==> config.mk <==
export PLATFORM = sky130hd
export DESIGN_NAME = x9_run_seq_flat
export DESIGN_NICKNAME = d
export VERILOG_FILES = /design/src/rtl/x9_pkg.sv /design/src/rtl/x9_run_seq_if.sv /design/src/rtl/x9_jump_lut.sv /design/src/rtl/x9_run_seq.sv /design/src/flat_wrapper.sv
export SDC_FILE = /design/constraint.sdc
export NUM_CORES = 1
export LEC_CHECK = 0
export ABC_AREA = 1
export BUFFER_PORTS_ARGS = -buffer_cell sky130_fd_sc_hd__buf_2
export CORE_MARGIN = 1.5
export CORE_UTILIZATION = 40
export CTS_CLUSTER_DIAMETER = 200
export DETAILED_ROUTE_END_ITERATION = 16
export REMOVE_ABC_BUFFERS = 1
export SETUP_SLACK_MARGIN = 0.4
export SLEW_MARGIN = 40
export SYNTH_ARGS = -nofsm -noshare
export SYNTH_HDL_FRONTEND = slang
export SYNTH_SLANG_ARGS = --single-unit
==> constraint.sdc <==
create_clock -name clk -period 4.8 [get_ports clk]
set_input_delay 0.24 -clock clk [delete_from_list [all_inputs] [get_ports clk]]
set_output_delay 0.24 -clock clk [all_outputs]
set_load 0.02 [all_outputs]
==> src/rtl/x9_pkg.sv <==
// rtl/x9_pkg.sv - shared types and defaults for the X9 program sequencer
package x9_pkg;

    typedef enum logic [1:0] {
        IDLE = 2'd0,
        RUN  = 2'd1,
        DONE = 2'd2
    } seq_state_t;

    localparam int             X9_IW      = 9;
    localparam logic [X9_IW-1:0] X9_HALT_OP = 9'h1FF;

endpackage

==> src/rtl/x9_run_seq_if.sv <==
// rtl/x9_run_seq_if.sv - sequencer run handshake, ROM fetch, branch and jump-table bundle (cyc_cnt with X9_CYCLE_CNT_EN)
interface x9_run_seq_if #(
    parameter int D  = 12,
    parameter int IW = 9,
    parameter int LW = 4
);
    logic          req;
    logic          done;
    logic          busy;
    logic [D-1:0]  prog_ctr;
    logic [IW-1:0] mach_code;
    logic          stall;
    logic          rel_en;
    logic          abs_en;
    logic          zeroQ;
    logic [LW-1:0] lut_idx;
    logic          lut_we;
    logic [LW-1:0] lut_waddr;
    logic [D-1:0]  lut_wdata;

`ifdef X9_CYCLE_CNT_EN
    logic [31:0]   cyc_cnt;

    modport slave (
        input  req, mach_code, stall, rel_en, abs_en, zeroQ,
        input  lut_idx, lut_we, lut_waddr, lut_wdata,
        output done, busy, prog_ctr, cyc_cnt
    );

    modport master (
        output req, mach_code, stall, rel_en, abs_en, zeroQ,
        output lut_idx, lut_we, lut_waddr, lut_wdata,
        input  done, busy, prog_ctr, cyc_cnt
    );
`else
    modport slave (
        input  req, mach_code, stall, rel_en, abs_en, zeroQ,
        input  lut_idx, lut_we, lut_waddr, lut_wdata,
        output done, busy, prog_ctr
    );

    modport master (
        output req, mach_code, stall, rel_en, abs_en, zeroQ,
        output lut_idx, lut_we, lut_waddr, lut_wdata,
        input  done, busy, prog_ctr
    );
`endif

endinterface

==> src/rtl/x9_jump_lut.sv <==
// rtl/x9_jump_lut.sv - jump-target table, synchronous write, asynchronous read
module x9_jump_lut #(
    parameter int D  = 12,
    parameter int LW = 4
) (
    input  logic          clk_i,
    input  logic          reset_i,
    input  logic          we_i,
    input  logic [LW-1:0] waddr_i,
    input  logic [D-1:0]  wdata_i,
    input  logic [LW-1:0] raddr_i,
    output logic [D-1:0]  rdata_o
);
    localparam int DEPTH = 2 ** LW;

    logic [D-1:0] tab_q [DEPTH];

    // Table storage: cleared on reset, one write per cycle; a same-index read sees the old entry
    always_ff @(posedge clk_i) begin
        if (reset_i) begin
            for (int i = 0; i < DEPTH; i++) begin
                tab_q[i] <= '0;
            end
        end else if (we_i) begin
            tab_q[waddr_i] <= wdata_i;
        end
    end

    assign rdata_o = tab_q[raddr_i];

endmodule

==> src/rtl/x9_run_seq.sv <==
// rtl/x9_run_seq.sv - X9 program sequencer: PC, run handshake, halt detection; X9_CYCLE_CNT_EN adds the run-cycle counter
module x9_run_seq
    import x9_pkg::*;
#(
    parameter int            D          = 12,
    parameter int            IW         = X9_IW,
    parameter int            LW         = 4,
    parameter logic [D-1:0]  START_ADDR = '0,
    parameter logic [IW-1:0] HALT_OP    = IW'(X9_HALT_OP)
) (
    input  logic        clk,
    input  logic        reset,
    x9_run_seq_if.slave bus
);
    seq_state_t   state_q, state_d;
    logic [D-1:0] pc_q, pc_d;
    logic         busy_q, done_q;
    logic [D-1:0] lut_rdata;

    x9_jump_lut #(
        .D  (D),
        .LW (LW)
    ) u_lut (
        .clk_i   (clk),
        .reset_i (reset),
        .we_i    (bus.lut_we),
        .waddr_i (bus.lut_waddr),
        .wdata_i (bus.lut_wdata),
        .raddr_i (bus.lut_idx),
        .rdata_o (lut_rdata)
    );

    // Next state and next PC; within RUN the checks are in priority order stall, halt, abs, rel, sequential
    always_comb begin
        state_d = state_q;
        pc_d    = pc_q;
        case (state_q)
            IDLE: begin
                pc_d = START_ADDR;
                if (bus.req) begin
                    state_d = RUN;
                end
            end
            RUN: begin
                if (!bus.stall) begin
                    if (bus.mach_code == HALT_OP) begin
                        state_d = DONE;
                    end else if (bus.abs_en) begin
                        pc_d = lut_rdata;
                    end else if (bus.rel_en && bus.zeroQ) begin
                        pc_d = pc_q + lut_rdata;
                    end else if (pc_q == {D{1'b1}}) begin
                        state_d = DONE;
                    end else begin
                        pc_d = pc_q + D'(1);
                    end
                end
            end
            DONE: begin
                if (!bus.req) begin
                    state_d = IDLE;
                    pc_d    = START_ADDR;
                end
            end
            default: begin
                state_d = IDLE;
                pc_d    = START_ADDR;
            end
        endcase
    end

    // State, PC and the registered status flags
    always_ff @(posedge clk) begin
        if (reset) begin
            state_q <= IDLE;
            pc_q    <= START_ADDR;
            busy_q  <= 1'b0;
            done_q  <= 1'b0;
        end else begin
            state_q <= state_d;
            pc_q    <= pc_d;
            busy_q  <= (state_d == RUN);
            done_q  <= (state_d == DONE);
        end
    end

    assign bus.prog_ctr = pc_q;
    assign bus.busy     = busy_q;
    assign bus.done     = done_q;

`ifdef X9_CYCLE_CNT_EN
    logic [31:0] cyc_q, cyc_d;

    // Run-cycle counter: clears at run start, counts every RUN cycle including stalls, saturates
    always_comb begin
        cyc_d = cyc_q;
        if (state_q == IDLE && bus.req) begin
            cyc_d = '0;
        end else if (state_q == RUN && cyc_q != 32'hFFFF_FFFF) begin
            cyc_d = cyc_q + 32'd1;
        end
    end

    // Counter register
    always_ff @(posedge clk) begin
        if (reset) begin
            cyc_q <= '0;
        end else begin
            cyc_q <= cyc_d;
        end
    end

    assign bus.cyc_cnt = cyc_q;
`endif

endmodule

==> src/flat_wrapper.sv <==
// flat-port wrapper written by rule: the top's interface ports become plain ports
module x9_run_seq_flat import x9_pkg::*;
#(
    parameter int            D          = 12,
    parameter int            IW         = X9_IW,
    parameter int            LW         = 4,
    parameter logic [D-1:0]  START_ADDR = '0,
    parameter logic [IW-1:0] HALT_OP    = IW'(X9_HALT_OP)
)
  (clk, reset, bus_req, bus_mach_code, bus_stall, bus_rel_en, bus_abs_en, bus_zeroQ, bus_lut_idx, bus_lut_we, bus_lut_waddr, bus_lut_wdata, bus_done, bus_busy, bus_prog_ctr);
  x9_run_seq_if #(.D(D), .IW(IW), .LW(LW)) bus_i ();
  input  logic clk;
  input  logic reset;
  input wire logic [$bits(bus_i.req)-1:0] bus_req;
  input wire logic [$bits(bus_i.mach_code)-1:0] bus_mach_code;
  input wire logic [$bits(bus_i.stall)-1:0] bus_stall;
  input wire logic [$bits(bus_i.rel_en)-1:0] bus_rel_en;
  input wire logic [$bits(bus_i.abs_en)-1:0] bus_abs_en;
  input wire logic [$bits(bus_i.zeroQ)-1:0] bus_zeroQ;
  input wire logic [$bits(bus_i.lut_idx)-1:0] bus_lut_idx;
  input wire logic [$bits(bus_i.lut_we)-1:0] bus_lut_we;
  input wire logic [$bits(bus_i.lut_waddr)-1:0] bus_lut_waddr;
  input wire logic [$bits(bus_i.lut_wdata)-1:0] bus_lut_wdata;
  output wire logic [$bits(bus_i.done)-1:0] bus_done;
  output wire logic [$bits(bus_i.busy)-1:0] bus_busy;
  output wire logic [$bits(bus_i.prog_ctr)-1:0] bus_prog_ctr;
  assign bus_i.req = bus_req;
  assign bus_i.mach_code = bus_mach_code;
  assign bus_i.stall = bus_stall;
  assign bus_i.rel_en = bus_rel_en;
  assign bus_i.abs_en = bus_abs_en;
  assign bus_i.zeroQ = bus_zeroQ;
  assign bus_i.lut_idx = bus_lut_idx;
  assign bus_i.lut_we = bus_lut_we;
  assign bus_i.lut_waddr = bus_lut_waddr;
  assign bus_i.lut_wdata = bus_lut_wdata;
  assign bus_done = bus_i.done;
  assign bus_busy = bus_i.busy;
  assign bus_prog_ctr = bus_i.prog_ctr;
  x9_run_seq #(.D(D), .IW(IW), .LW(LW), .START_ADDR(START_ADDR), .HALT_OP(HALT_OP)) u_core (.clk(clk), .reset(reset), .bus(bus_i));
endmodule
==> results of run 1 <==
routing by layer:
layer	global-route usage, %	up-vias	routed length (um)
met5	0	-	0
met1	30.1	3640	12400
met2	32.3	302	12100
met3	3.54	36	1940
met4	4.80	0	539
li1	-	3562	-
cells in the final DEF (no fill, tap or decap), types with 2 or more instances in the layout:
| cell type | netlist | routed |
|---|---|---|
| a21oi_1 | 32 | 32 |
| buf_2 | 16 | 50 |
| buf_4 | 6 | 6 |
| bufinv_16 | 0 | 5 |
| clkbuf_1 | 37 | 2 |
| clkbuf_16 | 0 | 23 |
| clkbuf_8 | 0 | 4 |
| clkinv_1 | 1 | 4 |
| clkinv_2 | 0 | 4 |
| dfxtp_1 | 16 | 16 |
| edfxtp_1 | 192 | 192 |
| ha_1 | 11 | 11 |
| inv_1 | 53 | 52 |
| inv_2 | 4 | 3 |
| nand2_1 | 113 | 113 |
| nand3_1 | 55 | 55 |
| nand4_1 | 5 | 5 |
| nor2_1 | 306 | 305 |
| nor3_2 | 4 | 4 |
| o211ai_1 | 22 | 22 |
| o21ai_0 | 85 | 85 |
| o21ai_1 | 7 | 7 |
| o221ai_1 | 29 | 29 |
| o22ai_1 | 5 | 5 |
| or2_2 | 2 | 2 |
| xor2_1 | 4 | 4 |
state kept, by name (all words and copies together) (netlist names):
name                 flops
u_core.u_lut.tab_q     192
u_core.bus.prog_ctr     12
u_core.state_q           2
u_core.bus.busy          1
u_core.bus.done          1
report_power, final:
part / total [W] / switching, W / leakage, nW / internal, W
clock: 0.00191 / 0.000707 / 0.408 / 0.00121
sequential: 0.00211 / 0.0000287 / 1.96 / 0.00208
combinational: 0.000351 / 0.000264 / 1.89 / 0.0000875
cell families (layout without fill, tap and decap cells):
logic type | Yosys count | after routing | share of synthesized area, %
adders and majority gates | 12 | 12 | 1.58
DFF | 208 | 208 | 60.9
AOI/OAI and AO/OA | 184 | 184 | 11.0
xor gates and xnor gates | 5 | 5 | 0.438
and+or+nand+nor | 488 | 488 | 19.5
muxes | 1 | 1 | 0.100
buffers and inverters | 132 | 156 | 6.36
final cells by class:
type | instances | area [um^2] | share of cell area (%)
Sequential cell | 208 | 6090 | 54.8
Multi-Input combinational cell | 690 | 3270 | 29.4
Clock buffer | 29 | 638 | 5.74
Tap cell | 324 | 405 | 3.65
Timing Repair Buffer | 56 | 295 | 2.66
Inverter | 59 | 229 | 2.06
Clock inverter | 12 | 186 | 1.68
final timing paths:
kind                              to  slack [ns]  cells past startpoint                      start
max reg2reg  u_core.bus.prog_ctr[10]        2.06                     17  u_core.u_lut.tab_q[10][0]
min                  u_core.bus.busy        0.06                      3                    bus_req
max          u_core.bus.prog_ctr[10]        1.55                     19             bus_lut_idx[2]
min reg2reg  u_core.bus.prog_ctr[10]        0.51                      2    u_core.bus.prog_ctr[10]
worst max-delay path, cell delays in order:
cell      delay, ns
buf_2          0.51
clkinv_1       0.50
buf_4          0.33
o221ai_1       0.10
nand3_1        0.11
nand2_1        0.11
inv_1          0.06
nand2_1        0.05
ha_1           0.19
inv_1          0.07
fa_1           0.43
o21ai_1        0.29
nand2_1        0.11
a21oi_1        0.21
nor2_1         0.06
nand2_1        0.06
nand3_1        0.07
nand3_1        0.07
a21oi_1        0.06
through the flow:
stage               hold WS (ns)  power (W)  setup WS (ns)  util, %
floorplan                  0.302    0.00233           2.17        -
global placement           0.497    0.00249           1.09     42.1
detailed placement         0.498    0.00249           1.05     42.2
CTS                       0.0451    0.00438           1.57     45.5
global route              0.0881    0.00449           1.31     45.5
finish                    0.0613    0.00437           1.55     45.5
==> impl_metrics.toml, run 1 <==
[worst_setup_path]
path_max_fanout = 30
endpoint_kind = "flip-flop"
start_kind = "primary input"
crit_type = "primary input to flip-flop"
crit_required_ns = 5.17
cp.arrival_ns = 3.61

[sta]
min_period_over_period_pct = 67.6
setup_tns_ns = 0
tightest_slew_ns = 0.850
slew_headroom_pct = 43.3
rsz0062_at_grt = "no"
fin_worst_skew_ns = 0.0128
slew_viol_final = 0
setup_violations = 0
period_minus_slack_ns = 3.25
hold_viol = 0
fmax_ghz = 0.308

[clock_network]
cts_setup_buffers = 0
cts_hold_buf = 0
h-tree-depth = 1
clk_pin_slew_worst_paths_ns = 0.06
cts_resized = 0
clock-root-buffer = "clkbuf_16"
insertion_delay_ns = 0.50
cts_buffer_depth = 3
numCtsBuffers = 23
cts.sinks = 208
tritoncts = "yes"

[detailed_routing]
via_count = 7540
wl_per_cell_um = 19.5
vias_per_cell = 5.47
drc = 0
dr.pass1.iters = 5
antenna_left = 0
drt_iter0_drc = 693
wl_um = 26900

[synth]
synth_seq_cells = 208
netlist.top_cell.by_area = "edfxtp_1"
yosys_warnings = 0
yosys.cell_count.top_type = "nor2_1"
synth.distinct_cells = 37
async_flop_share_pct = 0
yosysSeqAreaShare_pct = 60.9
yosys-top-cells-count = "306 x nor2_1, 192 x edfxtp_1, 113 x nand2_1"
synth_area_um2 = 9990
synthFlopType = "edfxtp_1"
avgSynthCellArea_um2 = 9.70
synth-edff-count = 192
netlist_instances = 1030
synth_top_cell_area_share_pct = 57.7
ys_top_cells_by_area = "edfxtp_1 58%, nor2_1 12%, o21ai_0 4.3%"

[finish]
final_area_um2 = 11100
drive_above_1_share_pct = 10.2
n_fill_cell = 2347
fin_cells = 1378
nets = 1087
syn_to_final_growth_pct = 11.2
diodes = 0

[placed_design]
placed_cells = 1337
place_area_um2 = 10300
routabilityCongestion = 0.902
dp_hpwl_um = 16400
port_buffers = 50

[floorplan]
dieArea_um2 = 25900
io_pins = 51
start_util_pct = 40.9
rows = 57
core_area_um2 = 24400
fp.dieH_um = 161
die_x_um = 161

[run]
cap_violations = 0

[global_routing]
overflow = 0
grt_start_max_net_pins = 77
grt_first_pass_wirelength_um = 40800
grt_pass1_vias = 7089
antenna_found_initial = 0
grt_use_total_pct = 20.6

[pwr]
power_density_nw_per_um2 = 393
power_leakage_nw = 4.26
ir_drop_mv = 0.229

[min_path]
hp-class = "primary input to flip-flop"

[run_status]
outcome = "completed"
Power figures use the tool's default switching activity.
==> run 2, diff against run 1 <==
Clock period 4.8 ns to 3.13 ns, I/O delays scaled along.
==> run 2 against run 1 <==
Against the previous run: global-route usage increased by 0.70 points; sequential share of layout area decreased by 2.0 points; non-clock buffer count increased by 55; cell count increased by 4.0%; clock power increased by 41%; clock-buffer cell count increased by 2; highest routed layer unchanged; sequential power increased by 53%; clock skew decreased by 0.0039 ns; largest cell class unchanged; critical path depth decreased by 3; cell area increased by 3.8%; first-iteration DRC count increased by 66%; combinational power increased by 70%.
==> impl_metrics.toml, run 2 (synthesis gave the netlist of run 1 again) <==
[finish]
max_flop_register = "u_core.u_lut.tab_q"
final_common_cell = "nor2_1"
diodes = 0
syn_to_final_growth_pct = 15.5
fin_cells = 1433
nets = 1143
drive_above_1_share_pct = 14.7
n_fill_cell = 2307
final_cell_mix = "305 x nor2_1, 192 x edfxtp_1, 112 x nand2_1"
seq_area_um2 = 6090
multiInputGateArea_um2 = 3300
largest_reg_flops = 192

[sta]
setup_ws_ns = 0.582
fmax_ghz = 0.392
worst_hold_slack_ns = 0.0408
period_minus_slack_ns = 2.55
slew_viol_final = 0
setup_tns_ns = 0
setup_violations = 0
fin_worst_skew_ns = 0.00888
slew_headroom_pct = 43.0
tightest_slew_ns = 0.854
hold_viol = 0
rsz0062_at_grt = "yes"
min_period_over_period_pct = 81.4

[floorplan]
start_util_pct = 40.9
io_pins = 51
dieArea_um2 = 25900
die_x_um = 161
core_area_um2 = 24400
rows = 57
fp.dieH_um = 161

[worst_setup_path]
path_max_fanout = 5
r2r_setup_slack_ns = 0.58
crit_type = "flip-flop to flip-flop"
start_kind = "flip-flop"
cp_slowest_cell = "edfxtp_1"
crit_top_cell = "nand2_1"
path_buf_inv = 2
crit_family = "compound AO/OA/AOI/OAI gates"
endpoint_kind = "flip-flop"
max_stage_delay_ns = 0.36
cp.arrival_ns = 2.94
cp_cell_sequence = "o21ai_1, o22ai_1, o211ai_1, nand2_1, inv_2, nor2_1, ha_1, nand2_1, o21ai_2, buf_4, a21o_1, nand2_1, nand3_1, nand2_1, o211ai_1, a21oi_1"
crit_required_ns = 3.52

[placed_design]
port_buffers = 50
dp_hpwl_um = 18000
routabilityCongestion = 0.908
dp_slack_ns = 0.175
placed_cells = 1388

[pwr]
ir_drop_mv = 0.250
pwr-share-clk_pct = 41.3
power_density_nw_per_um2 = 566
power_frac_seq_pct = 49.6
pwr-share-comb_pct = 9.1
swShare_pct = 23.7
finalPower_w = 0.00652
p_int_w = 0.00498
switching_power_w = 0.00155
power_leakage_nw = 4.50

[detailed_routing]
drc = 0
drt_iter0_drc = 1153
via_count = 7681
wl_um = 27400
vias_per_cell = 5.36
dr.pass1.iters = 8
antenna_left = 0
wl_per_cell_um = 19.1

[global_routing]
overflow = 0
grt_pass1_vias = 7252
grt_first_pass_wirelength_um = 42300
grt_use_total_pct = 21.4
antenna_found_initial = 0
grt_start_max_net_pins = 36

[run_status]
outcome = "completed"

[clock_network]
tritoncts = "yes"
clk_pin_slew_worst_paths_ns = 0.06
cts_buffer_depth = 3
h-tree-depth = 1
clock-root-buffer = "clkbuf_16"
insertion_delay_ns = 0.52
numCtsBuffers = 24
cts.sinks = 208

[run]
cap_violations = 0

[min_path]
hp-class = "primary input to flip-flop"
## run 2: changes by cell type in the layout (fill, tap and decap cells not counted), moves of 4 or more
cell | previous run | this run
a21oi_1 | 32 | 28
a21oi_2 | 1 | 5
buf_12 | 0 | 5
buf_4 | 6 | 54
clkbuf_1 | 2 | 6
clkbuf_8 | 4 | 0
o21ai_0 | 85 | 81
## run 2: path summary, 6_finish.rpt
kind / end / startpoint / depth (start not counted)
max: u_core.bus.prog_ctr[6] / u_core.u_lut.tab_q[1][3] / 16
min: u_core.bus.prog_ctr[11] / reset / 2
max reg2reg: u_core.bus.prog_ctr[6] / u_core.u_lut.tab_q[1][3] / 16
min reg2reg: u_core.bus.prog_ctr[5] / u_core.bus.prog_ctr[5] / 2
## run 2: worst register-to-register path: cells and delay by family, from the launching register on
family	cells	cell delay, ns
and+or+nand+nor	6	0.43
DFF	1	0.36
adders and majority gates	1	0.36
buffers and inverters	2	0.20
AOI/OAI and AO/OA	7	1.07
## run 2: timing repair
| item | CTS | global route |
|---|---|---|
| hold buffers | 2 | 0 |
| endpoints found under the hold margin | 4 | 0 |
| setup endpoints to repair | 0 | 6 |
| gates resized for setup | 0 | 14 |
| buffers inserted | 0 | 2 |
## run 2: power by group through the flow
| stage | combinational, W | clock [W] | sequential, W |
|---|---|---|---|
| 6_report | 0.000595 | 0.00269 | 0.00323 |
| 5_1_grt | 0.000656 | 0.00284 | 0.00325 |
| 4_1_cts | 0.000587 | 0.00273 | 0.00323 |
| 3_5_place_dp | 0.000584 | 0 | 0.00329 |
| 3_3_place_gp | 0.000579 | 0 | 0.00329 |
| 2_1_floorplan | 0.000297 | 0 | 0.00328 |
## run 2: per-layer routing
layer	GRT usage (%)	wire [um]	vias up
li1	-	-	3668
met1	31.6	12400	3661
met2	32.4	12200	311
met3	3.54	2210	41
met4	5.98	585	0
met5	0	0	-
## run 2: layout make-up
| cell class | instances | area share, % |
|---|---|---|
| Clock inverter | 10 | 0.824 |
| Inverter | 59 | 1.96 |
| Sequential cell | 208 | 52.8 |
| Tap cell | 324 | 3.51 |
| Multi-Input combinational cell | 690 | 28.6 |
| Timing Repair Buffer | 111 | 6.73 |
| Clock buffer | 31 | 5.62 |
## run 2: per-stage QoR
stage | utilization [%] | instance area, um^2
6_report | 47.3 | 11500
5_1_grt | 47.3 | 11500
4_1_cts | 47.1 | 11500
3_5_place_dp | 44.0 | 10700
3_3_place_gp | 44.0 | 10700
2_1_floorplan | - | 9580
==> run 3, diff against run 2 <==
Settings changed: ABC_AREA 1 to 0.
Clock period 3.13 ns to 2.1 ns, I/O delays scaled along.
==> run 3 against run 2 <==
Against the previous run: the run now ends with setup timing left; synthesized cell count down 32%; cell area grew 5.7%; highest routed layer unchanged; wire length is 6.6% lower; combinational power up 58%; maximum frequency shrank 20%.
==> impl_metrics.toml, run 3 <==
[run_status]
outcome = "complete, but fails checks"
violations = "setup timing"

[synth]
yosys-top-cells-count = "195 x and2_1, 192 x edfxtp_1, 59 x mux4_2"
yosys.cell_count.top_type = "and2_1"
avgSynthCellArea_um2 = 14.4
synth-edff-count = 192
netlist_instances = 698
synth.distinct_cells = 54
ys_top_cells_by_area = "edfxtp_1 57%, mux4_2 13%, and2_1 12%"
synth_area_um2 = 10100
synth_top_cell_area_share_pct = 57.2
async_flop_share_pct = 0
yosys_warnings = 0
yosysSeqAreaShare_pct = 60.4
netlist.top_cell.by_area = "edfxtp_1"
synth_seq_cells = 208
synthFlopType = "edfxtp_1"

[global_routing]
grt_start_max_net_pins = 24
overflow = 0
grt_first_pass_wirelength_um = 39800
grt_use_total_pct = 20.3
grt_pass1_vias = 6736
antenna_found_initial = 0

[finish]
fin_cells = 1161
nets = 869
final_common_cell = "and2_1"
final_cell_mix = "195 x and2_1, 192 x edfxtp_1, 83 x buf_4"
n_fill_cell = 2166
max_flop_register = "u_core.u_lut.tab_q"
largest_reg_flops = 192
drive_above_1_share_pct = 31.8
syn_to_final_growth_pct = 21.0

[worst_setup_path]
cp_slowest_cell = "mux4_2"
r2r_cells = 15
cp.arrival_ns = 3.57
crit_required_ns = 2.50
path_max_fanout = 2
path_buf_inv = 7
cp_cell_sequence = "mux4_2, mux4_2, or2_4, ha_4, inv_4, fa_2, buf_4, buf_6, buf_6, buf_6, buf_6, buf_6, xor2_1, o21ai_1, a22o_1"
r2r_end = "u_core.bus.prog_ctr[2]"
endpoint_kind = "flip-flop"
start_kind = "flip-flop"
r2r-start = "u_core.u_lut.tab_q[11][0]"
crit_family = "multiplexers"
crit_type = "flip-flop to flip-flop"
r2r_setup_slack_ns = -1.07
max_stage_delay_ns = 0.53
crit_top_cell = "buf_6"

[sta]
period_minus_slack_ns = 3.17
min_period_over_period_pct = 151
rsz0062_at_grt = "yes"
hold_viol = 0
tightest_slew_ns = 0.668
setup_ws_ns = -1.07
setup_violations = 12
slew_viol_final = 0
slew_headroom_pct = 55.4
fmax_ghz = 0.316
fin_worst_skew_ns = 0.0242

[floorplan]
die_x_um = 162
start_util_pct = 41.1
io_pins = 51
rows = 57
core_area_um2 = 24500
fp.dieH_um = 162
dieArea_um2 = 26100

[min_path]
hold_start = "bus_lut_wdata[0]"
worstHoldPathCells = 2
hold_path_end = "u_core.u_lut.tab_q[11][0]"
hp-class = "primary input to flip-flop"

[clock_network]
numCtsBuffers = 24
clk_pin_slew_worst_paths_ns = 0.05
clock-root-buffer = "clkbuf_16"
cts.sinks = 208
cts_buffer_depth = 3
tritoncts = "yes"
insertion_delay_ns = 0.53
h-tree-depth = 1

[detailed_routing]
dr.pass1.iters = 4
vias_per_cell = 5.31
wl_per_cell_um = 22.1
via_count = 6167
drc = 0
drt_iter0_drc = 416
wl_um = 25600
antenna_left = 0

[pwr]
finalPower_w = 0.00976
power_leakage_nw = 4.46
ir_drop_mv = 0.581
power_density_nw_per_um2 = 801

[placed_design]
placed_cells = 1108
dp_hpwl_um = 18000
dp_slack_ns = -1.36
port_buffers = 50
routabilityCongestion = 0.841

[run]
cap_violations = 0
==> run 3: stage by stage <==
stage               hold slack [ns]  util, %  setup TNS, ns  cell area (um^2)
floorplan                     0.174        -          -7.07              9830
global placement              0.432     45.7         -11.30             11200
detailed placement            0.463     45.7         -12.21             11200
CTS                          0.0251     49.4         -10.75             12100
global route                 0.0541     49.7         -11.94             12200
finish                       0.0445     49.7         -10.53             12200
==> run 3: cell families (layout without fill, tap and decap cells) <==
family,count (synthesis),after routing,share of synthesized area [%]
multiplexers,62,62,13.5
flip-flops,208,208,60.4
adder cells (fa/ha/maj),12,12,1.57
other,0,1,0
XOR/XNOR,9,9,0.783
AND/OR/NAND/NOR,283,283,16.5
AO/OA/AOI/OAI,69,69,4.61
buffers and inverters,55,193,2.57
==> run 3: area by class of cell <==
class / count / area (um^2) / share of cell area (%)
flip-flops and latches: 208 / 6090 / 49.9
multi-input cells: 435 / 3860 / 31.6
repair buffers: 146 / 1070 / 8.75
clock buffers: 30 / 623 / 5.11
well taps: 324 / 405 / 3.33
clock inverters: 12 / 129 / 1.06
inverters: 5 / 21.3 / 0.174
diodes: 1 / 2.50 / 0.0205
==> run 3: repair_timing <==
item | CTS | global route
hold endpoints to repair | 2 | 0
endpoints found under the setup margin | 14 | 14
pin swaps | 24 | 13
hold buffers | 2 | 0
gates cloned | 0 | 0
resized for setup | 24 | 11
setup buffers | 6 | 2
==> run 3: how the worst max path moves through the flow <==
stage                                         start                      end  slack (ns)  cells past startpoint
final                     u_core.u_lut.tab_q[11][0]   u_core.bus.prog_ctr[2]       -1.07                     15
after global routing      u_core.u_lut.tab_q[11][0]   u_core.bus.prog_ctr[2]       -1.22                     15
after CTS                 u_core.u_lut.tab_q[10][0]  u_core.bus.prog_ctr[10]       -1.09                     13
after detailed placement             bus_lut_idx[0]  u_core.bus.prog_ctr[10]       -1.36                     15
after global placement               bus_lut_idx[0]  u_core.bus.prog_ctr[10]       -1.23                     15
after floorplan           u_core.u_lut.tab_q[15][0]  u_core.bus.prog_ctr[10]       -0.84                     12
==> run 3: metal layers <==
layer  up-vias  GRT usage [%]  share of wire, %
li1       2833              -                 -
met1      3139           27.4                43
met3        21           3.37               5.4
met4         0           3.67               1.2
met5         -              0                 0
met2       174           35.0                51
==> run 3: report_power, final <==
group,switching [W],internal [W],leakage (nW),total (W)
clock,0.00165,0.00235,0.366,0.00400
sequential,0.0000763,0.00475,1.96,0.00482
combinational,0.000498,0.000445,2.13,0.000943
total,0.00222,0.00754,4.46,0.00976
